**src/rtl/fpu_pkg.sv**
```systemverilog
// Shared types and constants for the sequential FP divider.
// Constant helpers return 64-bit words; callers truncate to their own W.
package fpu_pkg;

    typedef enum logic [2:0] {
        IDLE,
        PREP,
        DIVIDE,
        ROUND,
        DONE
    } state_e;

    localparam int FLG_W  = 5;
    localparam int FLG_NX = 0;
    localparam int FLG_UF = 1;
    localparam int FLG_OF = 2;
    localparam int FLG_DZ = 3;
    localparam int FLG_NV = 4;

    function automatic int bias_of(input int exp_w);
        return (1 << (exp_w - 1)) - 1;
    endfunction

    function automatic logic [63:0] inf_word(input int exp_w, input int man_w);
        return ((64'd1 << exp_w) - 64'd1) << man_w;
    endfunction

    function automatic logic [63:0] qnan_word(input int exp_w, input int man_w);
        return inf_word(exp_w, man_w) | (64'd1 << (man_w - 1));
    endfunction

endpackage

```
**src/rtl/fpu_div_iter.sv**
```systemverilog
// Restoring significand divider: one quotient bit per cycle, MAN_W+3 cycles after start.
// Latency: done is high during the last iteration cycle; results are stable until the next start.
// Backpressure: none; the owner only pulses start when idle.
module fpu_div_iter #(
    parameter int MAN_W = 23
) (
    input  logic             clk,
    input  logic             rst,
    input  logic             start,
    input  logic [MAN_W+1:0] dividend,
    input  logic [MAN_W:0]   divisor,
    output logic             done,
    output logic [MAN_W+1:0] quotient,
    output logic [MAN_W+1:0] remainder
);

    localparam int RW = MAN_W + 2;
    localparam int CW = $clog2(MAN_W + 3);

    logic [RW-1:0]    rem_q, rem_d;
    logic [MAN_W:0]   dvs_q, dvs_d;
    logic [RW-1:0]    quo_q, quo_d;
    logic [CW-1:0]    cnt_q, cnt_d;
    logic             act_q, act_d;
    logic [RW:0]      diff;
    logic             ge;
    logic [RW-1:0]    rem_sel;

    always_comb begin
        rem_d   = rem_q;
        dvs_d   = dvs_q;
        quo_d   = quo_q;
        cnt_d   = cnt_q;
        act_d   = act_q;
        diff    = {1'b0, rem_q} - {2'b00, dvs_q};
        ge      = !diff[RW];
        rem_sel = ge ? diff[RW-1:0] : rem_q;
        if (start) begin
            rem_d = dividend;
            dvs_d = divisor;
            quo_d = '0;
            cnt_d = CW'(MAN_W + 2);
            act_d = 1'b1;
        end else if (act_q) begin
            // Remainder stays below the divisor, so its top bit is free for the shift.
            rem_d = {rem_sel[RW-2:0], 1'b0};
            // The integer quotient bit is always 1 and falls off the top.
            quo_d = {quo_q[RW-2:0], ge};
            if (cnt_q == '0) begin
                act_d = 1'b0;
            end else begin
                cnt_d = cnt_q - 1'b1;
            end
        end
    end

    always_ff @(posedge clk or posedge rst) begin
        if (rst) begin
            rem_q <= '0;
            dvs_q <= '0;
            quo_q <= '0;
            cnt_q <= '0;
            act_q <= 1'b0;
        end else begin
            rem_q <= rem_d;
            dvs_q <= dvs_d;
            quo_q <= quo_d;
            cnt_q <= cnt_d;
            act_q <= act_d;
        end
    end

    assign done      = act_q && (cnt_q == '0);
    assign quotient  = quo_q;
    assign remainder = rem_q;

endmodule

```
**src/rtl/fpu_div_seq.sv**
```systemverilog
// Sequential IEEE-754 divider with RNE rounding, flush-to-zero and exception flags.
// Latency: out_valid MAN_W+6 cycles after accept (2 for special operands).
// Backpressure: one operation in flight; result and flags hold until out_ready.
module fpu_div_seq
    import fpu_pkg::*;
#(
    parameter int EXP_W = 8,
    parameter int MAN_W = 23
) (
    input  logic                   clk,
    input  logic                   rst,
    input  logic                   in_valid,
    output logic                   in_ready,
    input  logic [EXP_W+MAN_W:0]   float_num1,
    input  logic [EXP_W+MAN_W:0]   float_num2,
    output logic                   out_valid,
    input  logic                   out_ready,
    output logic [EXP_W+MAN_W:0]   div_result,
    output logic [FLG_W-1:0]       flags,
    output logic                   busy
);

    localparam int W   = 1 + EXP_W + MAN_W;
    localparam int EW2 = EXP_W + 2;
    localparam logic [W-1:0]   QNAN   = W'(qnan_word(EXP_W, MAN_W));
    localparam logic [W-1:0]   INF    = W'(inf_word(EXP_W, MAN_W));
    localparam logic [EW2-1:0] BIAS_E = EW2'(bias_of(EXP_W));
    localparam logic [EW2-1:0] E_MAX  = EW2'((1 << EXP_W) - 1);

    state_e             state_q, state_d;
    logic [W-1:0]       a_q, a_d, b_q, b_d;
    logic [EW2-1:0]     e_q, e_d;
    logic [W-1:0]       res_q, res_d;
    logic [FLG_W-1:0]   flg_q, flg_d;

    logic [EXP_W-1:0]   a_exp, b_exp;
    logic [MAN_W-1:0]   a_frac, b_frac;
    logic               a_zero, b_zero, a_inf, b_inf, a_nan, b_nan, res_sgn;
    logic [MAN_W:0]     m1, m2;
    logic               adj;
    logic [MAN_W+1:0]   dividend;
    logic [EW2-1:0]     e_calc;

    logic               iter_start, iter_done;
    logic [MAN_W+1:0]   quo, rem;
    logic               g_bit, r_bit, s_bit, inc, carry, ovf, unf;
    logic [MAN_W-1:0]   frac_r;
    logic [EW2-1:0]     e_r;

    fpu_div_iter #(.MAN_W(MAN_W)) u_iter (
        .clk       (clk),
        .rst       (rst),
        .start     (iter_start),
        .dividend  (dividend),
        .divisor   (m2),
        .done      (iter_done),
        .quotient  (quo),
        .remainder (rem)
    );

    // Unpack and classify; subnormals (exp == 0) are treated as zero.
    always_comb begin
        a_exp    = a_q[W-2:MAN_W];
        b_exp    = b_q[W-2:MAN_W];
        a_frac   = a_q[MAN_W-1:0];
        b_frac   = b_q[MAN_W-1:0];
        a_zero   = (a_exp == '0);
        b_zero   = (b_exp == '0);
        a_inf    = (&a_exp) && (a_frac == '0);
        b_inf    = (&b_exp) && (b_frac == '0);
        a_nan    = (&a_exp) && (a_frac != '0);
        b_nan    = (&b_exp) && (b_frac != '0);
        res_sgn  = a_q[W-1] ^ b_q[W-1];
        m1       = {1'b1, a_frac};
        m2       = {1'b1, b_frac};
        adj      = (m1 < m2);
        dividend = adj ? {m1, 1'b0} : {1'b0, m1};
        e_calc   = {2'b00, a_exp} - {2'b00, b_exp} + BIAS_E - {{(EW2-1){1'b0}}, adj};
    end

    always_comb begin
        g_bit           = quo[1];
        r_bit           = quo[0];
        s_bit           = |rem;
        inc             = g_bit && (r_bit || s_bit || quo[2]);
        {carry, frac_r} = {1'b0, quo[MAN_W+1:2]} + {{MAN_W{1'b0}}, inc};
        e_r             = e_q + {{(EW2-1){1'b0}}, carry};
        ovf             = ($signed(e_r) >= $signed(E_MAX));
        unf             = e_r[EW2-1] || (e_r == '0);
    end

    always_comb begin
        state_d    = state_q;
        a_d        = a_q;
        b_d        = b_q;
        e_d        = e_q;
        res_d      = res_q;
        flg_d      = flg_q;
        iter_start = 1'b0;
        case (state_q)
            IDLE: begin
                if (in_valid) begin
                    a_d     = float_num1;
                    b_d     = float_num2;
                    state_d = PREP;
                end
            end
            PREP: begin
                flg_d   = '0;
                state_d = DONE;
                if (a_nan || b_nan) begin
                    res_d = QNAN;
                end else if ((a_zero && b_zero) || (a_inf && b_inf)) begin
                    res_d         = QNAN;
                    flg_d[FLG_NV] = 1'b1;
                end else if (a_inf) begin
                    res_d = {res_sgn, INF[W-2:0]};
                end else if (b_zero) begin
                    res_d         = {res_sgn, INF[W-2:0]};
                    flg_d[FLG_DZ] = 1'b1;
                end else if (b_inf || a_zero) begin
                    res_d = {res_sgn, {(W-1){1'b0}}};
                end else begin
                    e_d        = e_calc;
                    iter_start = 1'b1;
                    state_d    = DIVIDE;
                end
            end
            DIVIDE: begin
                if (iter_done) begin
                    state_d = ROUND;
                end
            end
            ROUND: begin
                flg_d   = '0;
                state_d = DONE;
                if (ovf) begin
                    res_d         = {res_sgn, INF[W-2:0]};
                    flg_d[FLG_OF] = 1'b1;
                    flg_d[FLG_NX] = 1'b1;
                end else if (unf) begin
                    res_d         = {res_sgn, {(W-1){1'b0}}};
                    flg_d[FLG_UF] = 1'b1;
                    flg_d[FLG_NX] = 1'b1;
                end else begin
                    res_d         = {res_sgn, e_r[EXP_W-1:0], frac_r};
                    flg_d[FLG_NX] = g_bit || r_bit || s_bit;
                end
            end
            DONE: begin
                if (out_ready) begin
                    state_d = IDLE;
                end
            end
            default: state_d = IDLE;
        endcase
    end

    always_ff @(posedge clk or posedge rst) begin
        if (rst) begin
            state_q <= IDLE;
            a_q     <= '0;
            b_q     <= '0;
            e_q     <= '0;
            res_q   <= '0;
            flg_q   <= '0;
        end else begin
            state_q <= state_d;
            a_q     <= a_d;
            b_q     <= b_d;
            e_q     <= e_d;
            res_q   <= res_d;
            flg_q   <= flg_d;
        end
    end

    assign in_ready   = (state_q == IDLE);
    assign busy       = (state_q != IDLE);
    assign out_valid  = (state_q == DONE);
    assign div_result = res_q;
    assign flags      = flg_q;

endmodule
```
**config.mk**
```make
export PLATFORM = sky130hd
export DESIGN_NAME = fpu_div_seq
export DESIGN_NICKNAME = d
export VERILOG_FILES = /design/src/rtl/fpu_pkg.sv /design/src/rtl/fpu_div_iter.sv /design/src/rtl/fpu_div_seq.sv
export SDC_FILE = /design/constraint.sdc
export NUM_CORES = 1
export LEC_CHECK = 0
export CORE_MARGIN = 3
export CORE_UTILIZATION = 40
export CTS_CLUSTER_SIZE = 40
export DETAILED_ROUTE_END_ITERATION = 10
export SETUP_SLACK_MARGIN = 0.5
export SLEW_MARGIN = 20
export SYNTH_ARGS = -nofsm -noshare
export SYNTH_HDL_FRONTEND = slang
export SYNTH_SLANG_ARGS = --single-unit
```
**constraint.sdc**
```tcl
create_clock -name clk -period 16.21 [get_ports clk]
set_input_delay 1.621 -clock clk [delete_from_list [all_inputs] [get_ports clk]]
set_output_delay 1.621 -clock clk [all_outputs]
set_load 0.005 [all_outputs]
```
# Word level (Yosys, flattened, before mapping)
# Cells that the tools add are included.
[classes] addsub=7 n_lt_le_gt_ge=2 n_eq_ne=9 muxes=46 n_bitwise=6 n_reduce_logical=37
[op_table] operator="$mux 32" count=5
[op_table] operator="$mux 25" count=5
[op_table] operator="$pmux 32 s2" count=1
[op_table] operator="$mux 31" count=2
[op_table] operator="$logic_not 23->1" count=2
[op_table] operator="$reduce_bool 23->1" count=2
[op_table] operator="$sub 25x24->26" count=1
[op_table] operator="$reduce_or 25->1" count=1
[op_table] operator="$add 23x1->24" count=1
[op_table] operator="$lt 24x24->1" count=1
[op_table] operator="$mux 24" count=1
[op_table] operator="$mux 3" count=8
[op_table] operator="$mux 1" count=18
[op_table] operator="$logic_not 8->1" count=2
[op_table] operator="$reduce_and 8->1" count=2
[op_table] operator="$mux 5" count=3
[op_table] operator="$pmux 3 s5" count=1
[op_table] operator="$add 10x1->10" count=1
[op_table] operator="$add 9x8->10 const B" count=1
[op_table] operator="$ge 10x9->1 const B" count=1
[op_table] operator="$logic_not 10->1" count=1
[op_table] operator="$pmux 5 s2" count=1
[op_table] operator="$sub 10x1->10" count=1
[op_table] operator="$sub 8x8->9" count=1
[op_table] operator="20 further kinds" count=44
[word_totals] regBits=194 inputBits=68 output_inout_bits=40 word_cells=118

# Depth between registers and ports, before layout
[logic_depth] ltp_word=11 depth_mapped=20 mapped_depth_nobuf=19

# Cells and area by module
# A second synthesis with hierarchy kept.
[hier_totals] cells_unflattened=1247 area_unflattened_um2=11691.2
[modules_own_cells] module="fpu_div_seq" n_inst=1 cells_each=711 area_each_um2=6876.6
[modules_own_cells] module="fpu_div_iter" n_inst=1 cells_each=536 area_each_um2=4814.6

# Least setup slack after synthesis
# Ideal clock, no wire load.
[synth_path] path_kind="register -> register" startpoint="register a_q[2]" endpoint="register e_q[9]" setup_time_ns=0.121 t_arrival_ns=3.631 path_slack_ns=12.458 stages_incl_launch_ff=19 synth_period_minus_slack_ns=3.752 path_cell_list="dfrtp_1 > ha_1 > a21oi_1 > a211o_1 > a21oi_1 > o21ai_0 > a21oi_2 > clkbuf_1 > ha_1 > ha_1 > inv_1 > fa_1 > inv_1 > a21oi_1 > o21bai_1 > a21oi_1 > o21bai_1 > a211oi_1 > a22o_1"
[synth_between] elab_chain_cells=6 word_cells_on_any_way=13 cone_classes="add/sub: 1; order compare: 1; bitwise: 3; reduce/logical: 8"
[synth_lines] item="from (decl)" line_no="fpu_div_seq.sv:31" text="logic [W-1:0] a_q, a_d, b_q, b_d;"
[synth_lines] item="from (signal assigned)" line_no="fpu_div_seq.sv:162" text="a_q <= '0;"
[synth_lines] item="from (signal assigned)" line_no="fpu_div_seq.sv:169" text="a_q <= a_d;"
[synth_lines] item="parallel branches: the longest is 6 deep, another holds $lt 24x24->1"
[synth_lines] item="to (signal assigned)" line_no="fpu_div_seq.sv:164" text="e_q <= '0;"
[synth_lines] item="to (signal assigned)" line_no="fpu_div_seq.sv:171" text="e_q <= e_d;"
[synth_lines] item="to (decl)" line_no="fpu_div_seq.sv:32" text="logic [EW2-1:0] e_q, e_d;"
# Parallel ways; which one is timed is not known.
# A chain may end at the register's enable or synchronous reset.

# Worst setup path after layout
[layout_path] startpoint="register u_iter.quo_q[1] (netlist: u_iter.quotient[1])" endpoint="register res_q[22] (netlist: div_result[22])"
[layout_between] elab_chain_cells=8 word_cells_on_any_way=9 cone_classes="add/sub: 2; order compare: 1; mux: 3; reduce/logical: 3"
[layout_lines] item="from (decl)" line_no="fpu_div_iter.sv:22" text="logic [RW-1:0] quo_q, quo_d;"
[layout_lines] item="from (signal assigned)" line_no="fpu_div_iter.sv:67" text="quo_q <= quo_d;"
[layout_lines] item="$logic_and 1x1->1 (*)" line_no="fpu_div_seq.sv:85" text="inc = g_bit && (r_bit || s_bit || quo[2]);"
[layout_lines] item="$add 23x1->24 (*)" line_no="fpu_div_seq.sv:86" text="{carry, frac_r} = {1'b0, quo[MAN_W+1:2]} + {{MAN_W{1'b0}}, inc};"
[layout_lines] item="parallel branches: the longest is 4 deep, another holds $add 10x1->10"
[layout_lines] item="$mux 31 (*)" line_no="fpu_div_seq.sv:137" text="if (ovf) begin"
[layout_lines] item="$pmux 32 s2 (*)" line_no="fpu_div_seq.sv:100" text="case (state_q)"
[layout_lines] item="to (signal assigned)" line_no="fpu_div_seq.sv:172" text="res_q <= res_d;"
[layout_lines] item="to (decl)" line_no="fpu_div_seq.sv:33" text="logic [W-1:0] res_q, res_d;"
# Mark *: on every way between the ends.

==> metrics.md <==
| Metric | Value |
|---|---|
| Worst hold path type | reg2reg |
| # H-tree levels | 4 |
| Die X | 175 um |
| Starting Density | 0.408 |
| Crit path kind | reg2reg |
| Yosys top cell area share | 0.426 |
| Synth Area in Compound Gates | 0.146 |
| Syn_nets | 1320 |
| Post-synthesis mux area share | 0.0975 |
| Clk root buf | clkbuf_16 |
| Sink Count | between 150 and 200 |
| Yosys reg bits | 194 |
| Sequential area share after synthesis | 0.426 |
| Synth Area in Adders | 0.0787 |
| Core area | 27900 um2 |
| Iteration-0 DRC Markers | 588 |
| # diodes | 0 |
| Max-slew headroom at the worst pin | 0.306 |
| CTS Hold Bufs | 0 |
| Clk_skew | 16.4 ps |
| Number of remaining DRC errors | 0 |
| Reg2Reg Setup Slack | approximately 12000 ps |
| Hold path startpoint | u_iter.dvs_q[23]$_DFFE_PP0P_ |
| Slew @ Worst Pin | 1040 ps |
| Post-Syn Area | between 10000 and 15000 um2 |
| Slew Limit Fails | 0 |
| Warnings, synthesis | 0 |
| Top cells by area, synth | dfrtp_1 (43%), ha_1 (7.3%), mux2i_1 (5.7%), nand2_1 (4.4%), mux2_2 (3.9%) |
| Reg clk slew, reported paths | 80 ps |
| Pwr Density | ~260 nW/um2 |
| Leading area contributor after synthesis | dfrtp_1 |
| Die footprint | slightly above 30000 um2 |
| Final setup fails | 0 |
| Max Clk Rate | about 0.22 GHz |
| Synth Area in Simple Gates | 0.151 |
| Distinct cells, synth | 70 |
| Primary FF master, synth | dfrtp_1 |
| Critical Path RT | 16540 ps |
| GPL Wtd Cong | 0.861 |
| Count leader, synth | dfrtp_1 |
| Top cells by count, synth | dfrtp_1 (194), nand2_1 (133), inv_1 (86), o21ai_0 (84), nor2_1 (72) |
| Vias in the first global route | 8613 |
| Area Growth Syn to Fin | 16.7% |
| Syn avg cell area | 9.65 um2 |
| Fin crit period | 4630 ps |
| Num ports | between 100 and 150 |
| Share of cells above drive strength 1 | 0.0904 |
| Number of synthesized flops with an enable pin | 0 |
| Crit start category | flop |
| Die boundary height | approximately 170 um |
| All-Layer GR Usage | 0.185 |
| WL/cell | 16.7 um |
| Longest Clk Path Bufs | 2 |
| Non-filler cells, final | ~1700 |
| Pre-CTS WS | 11580 ps |
| Nets | 1398 |
| RSZ-0062 raised after global routing | no |
| Global route overflow | 0 |
| Post_cts resized | 0 |
| Clock Latency Late Sink | 440 ps |
| WL final | approximately 28 mm |
| Period Utilization, post-route | 0.286 |
| Vias per inst | 5.34 |
| Cell count after synthesis | roughly 1200 |
| Critical Path Source | u_iter.quotient[1]$_DFFE_PP0P_ |
| Worst Setup End Kind | flop |
| TritonCTS buffer count | 17 |
| Via count | approximately 8800 |
| R2R Path Start | u_iter.quotient[1]$_DFFE_PP0P_ |
| Leakage power | about 5.8 nW |
| # Post-CTS Setup Buffers | 0 |
| Routed Antenna Nets | 0 |
| Post-Synth XOR/XNOR Area | 0.0499 |
| Crit path max fanout | 23 |
| Outcome | finished, final reports clean |
| Hpwl dp | 20.0 mm |
| Endpoints failing hold | 0 |
| Placed cell count | 1619 |
| Async SR Flop Fraction | 1.00 |
| Row Count | between 60 and 70 |
| Max-cap violations | 0 |
| First-pass GRT wire length | 45.6 mm |
| Port Buffers | 107 |
| Final worst slack | 11580 ps |
| Initial DRT Pass Iterations | 5 |
| Data arrival, critical path | slightly below 5000 ps |
| Final core utilization | 0.477 |
| Largest family of logic cells by synthesized area | simple AND/OR/NAND/NOR gates |
| VDD IR max | 0.000116 V |
| Largest net degree at the start of global routing | 140 |
| Final Hold Slack | ~460 ps |
| Initial antenna violation count | 0 |
| CTS tree | done |
| Setup TNS Final | 0 ps |
## metal layers
metal  vias to the layer above  GRT usage  share of wire
met2                       192      0.295           0.46
li1                       4303          -              -
met5                         -          0              0
met1                      4284      0.264           0.49
met3                        29     0.0280          0.039
met4                         0     0.0462          0.014
## through the flow
step / total power [mW] / instance area, um2
2_1_floorplan: 2.50 / 11400
3_3_place_gp: 2.96 / 12800
3_5_place_dp: 3.01 / 12800
4_1_cts: 3.44 / 13300
5_1_grt: 3.74 / 13300
6_report: 3.41 / 13300
## layout by cell type, fill, tap and decap left out, types with 22 or more instances in the layout
cell and count:
dfrtp_1 193, nand2_1 133, clkdlybuf4s50_1 107, inv_1 85, o21ai_0 84, nor2_1 72
ha_1 67, mux2i_1 65, mux2_2 40, a21oi_1 40, xnor2_1 39, nor3_1 27
xor2_1 26, nor4_1 22, nand3_1 22
## layout make-up
class / instances / area [um2]
clock buffers: 19 / 433
fillers: 2701 / 14600
well taps: 378 / 473
repair buffers: 114 / 1120
inverters: 86 / 330
clock inverters: 12 / 119
flip-flops and latches: 194 / 4860
multi-input cells: 847 / 5980
## worst max-delay path, stage by stage (launching register included)
cell       delay [ps]
dfrtp_1           440
and3_1            200
nand4_1           250
nor2_1            280
nand2_1           100
nor2_1            170
and2_1            200
and3_1            210
ha_1              170
ha_1              240
and3_1            220
nand4_1           160
a2111oi_4         390
o41ai_1           150
a211oi_2          300
nand2b_1          350
or2_4             430
nor2_1            110
o22a_1            160
## cell families after synthesis
logic type | after synthesis
simple gates | 362
mux | 106
compound gates | 244
buf+inv | 141
xor+xnor | 65
flops | 194
fa+ha+maj | 70
## flip-flops by register name (all words and copies together), names as in the netlist
signal / cells
a_q: 32
b_q: 32
div_result: 32
e_q: 10
flags: 5
state_q: 3
u_iter.act_q: 1
u_iter.cnt_q: 5
u_iter.dvs_q: 24
u_iter.quotient: 25
u_iter.remainder: 25
## final timing paths
| kind | to | depth (start not counted) |
|---|---|---|
| worst max-delay path | div_result[22]$_DFFE_PP0P_ | 18 |
| worst min-delay path | u_iter.dvs_q[23]$_DFFE_PP0P_ | 2 |
| worst max register to register | div_result[22]$_DFFE_PP0P_ | 18 |
| worst min register to register | u_iter.dvs_q[23]$_DFFE_PP0P_ | 2 |
| max in group asynchronous | u_iter.act_q$_DFF_PP0_ | 3 |
| min in group asynchronous | div_result[7]$_DFFE_PP0P_ | 2 |
## power by group
part | switching (mW) | total [mW] | internal [mW] | leakage (nW)
sequential | 0.251 | 0.968 | 0.717 | 2.40
clock | 0.208 | 0.410 | 0.202 | 0.260
combinational | 1.08 | 2.04 | 0.957 | 3.17
total | 1.54 | 3.41 | 1.88 | 5.84
No activity file was read; power rests on OpenSTA's default activity.
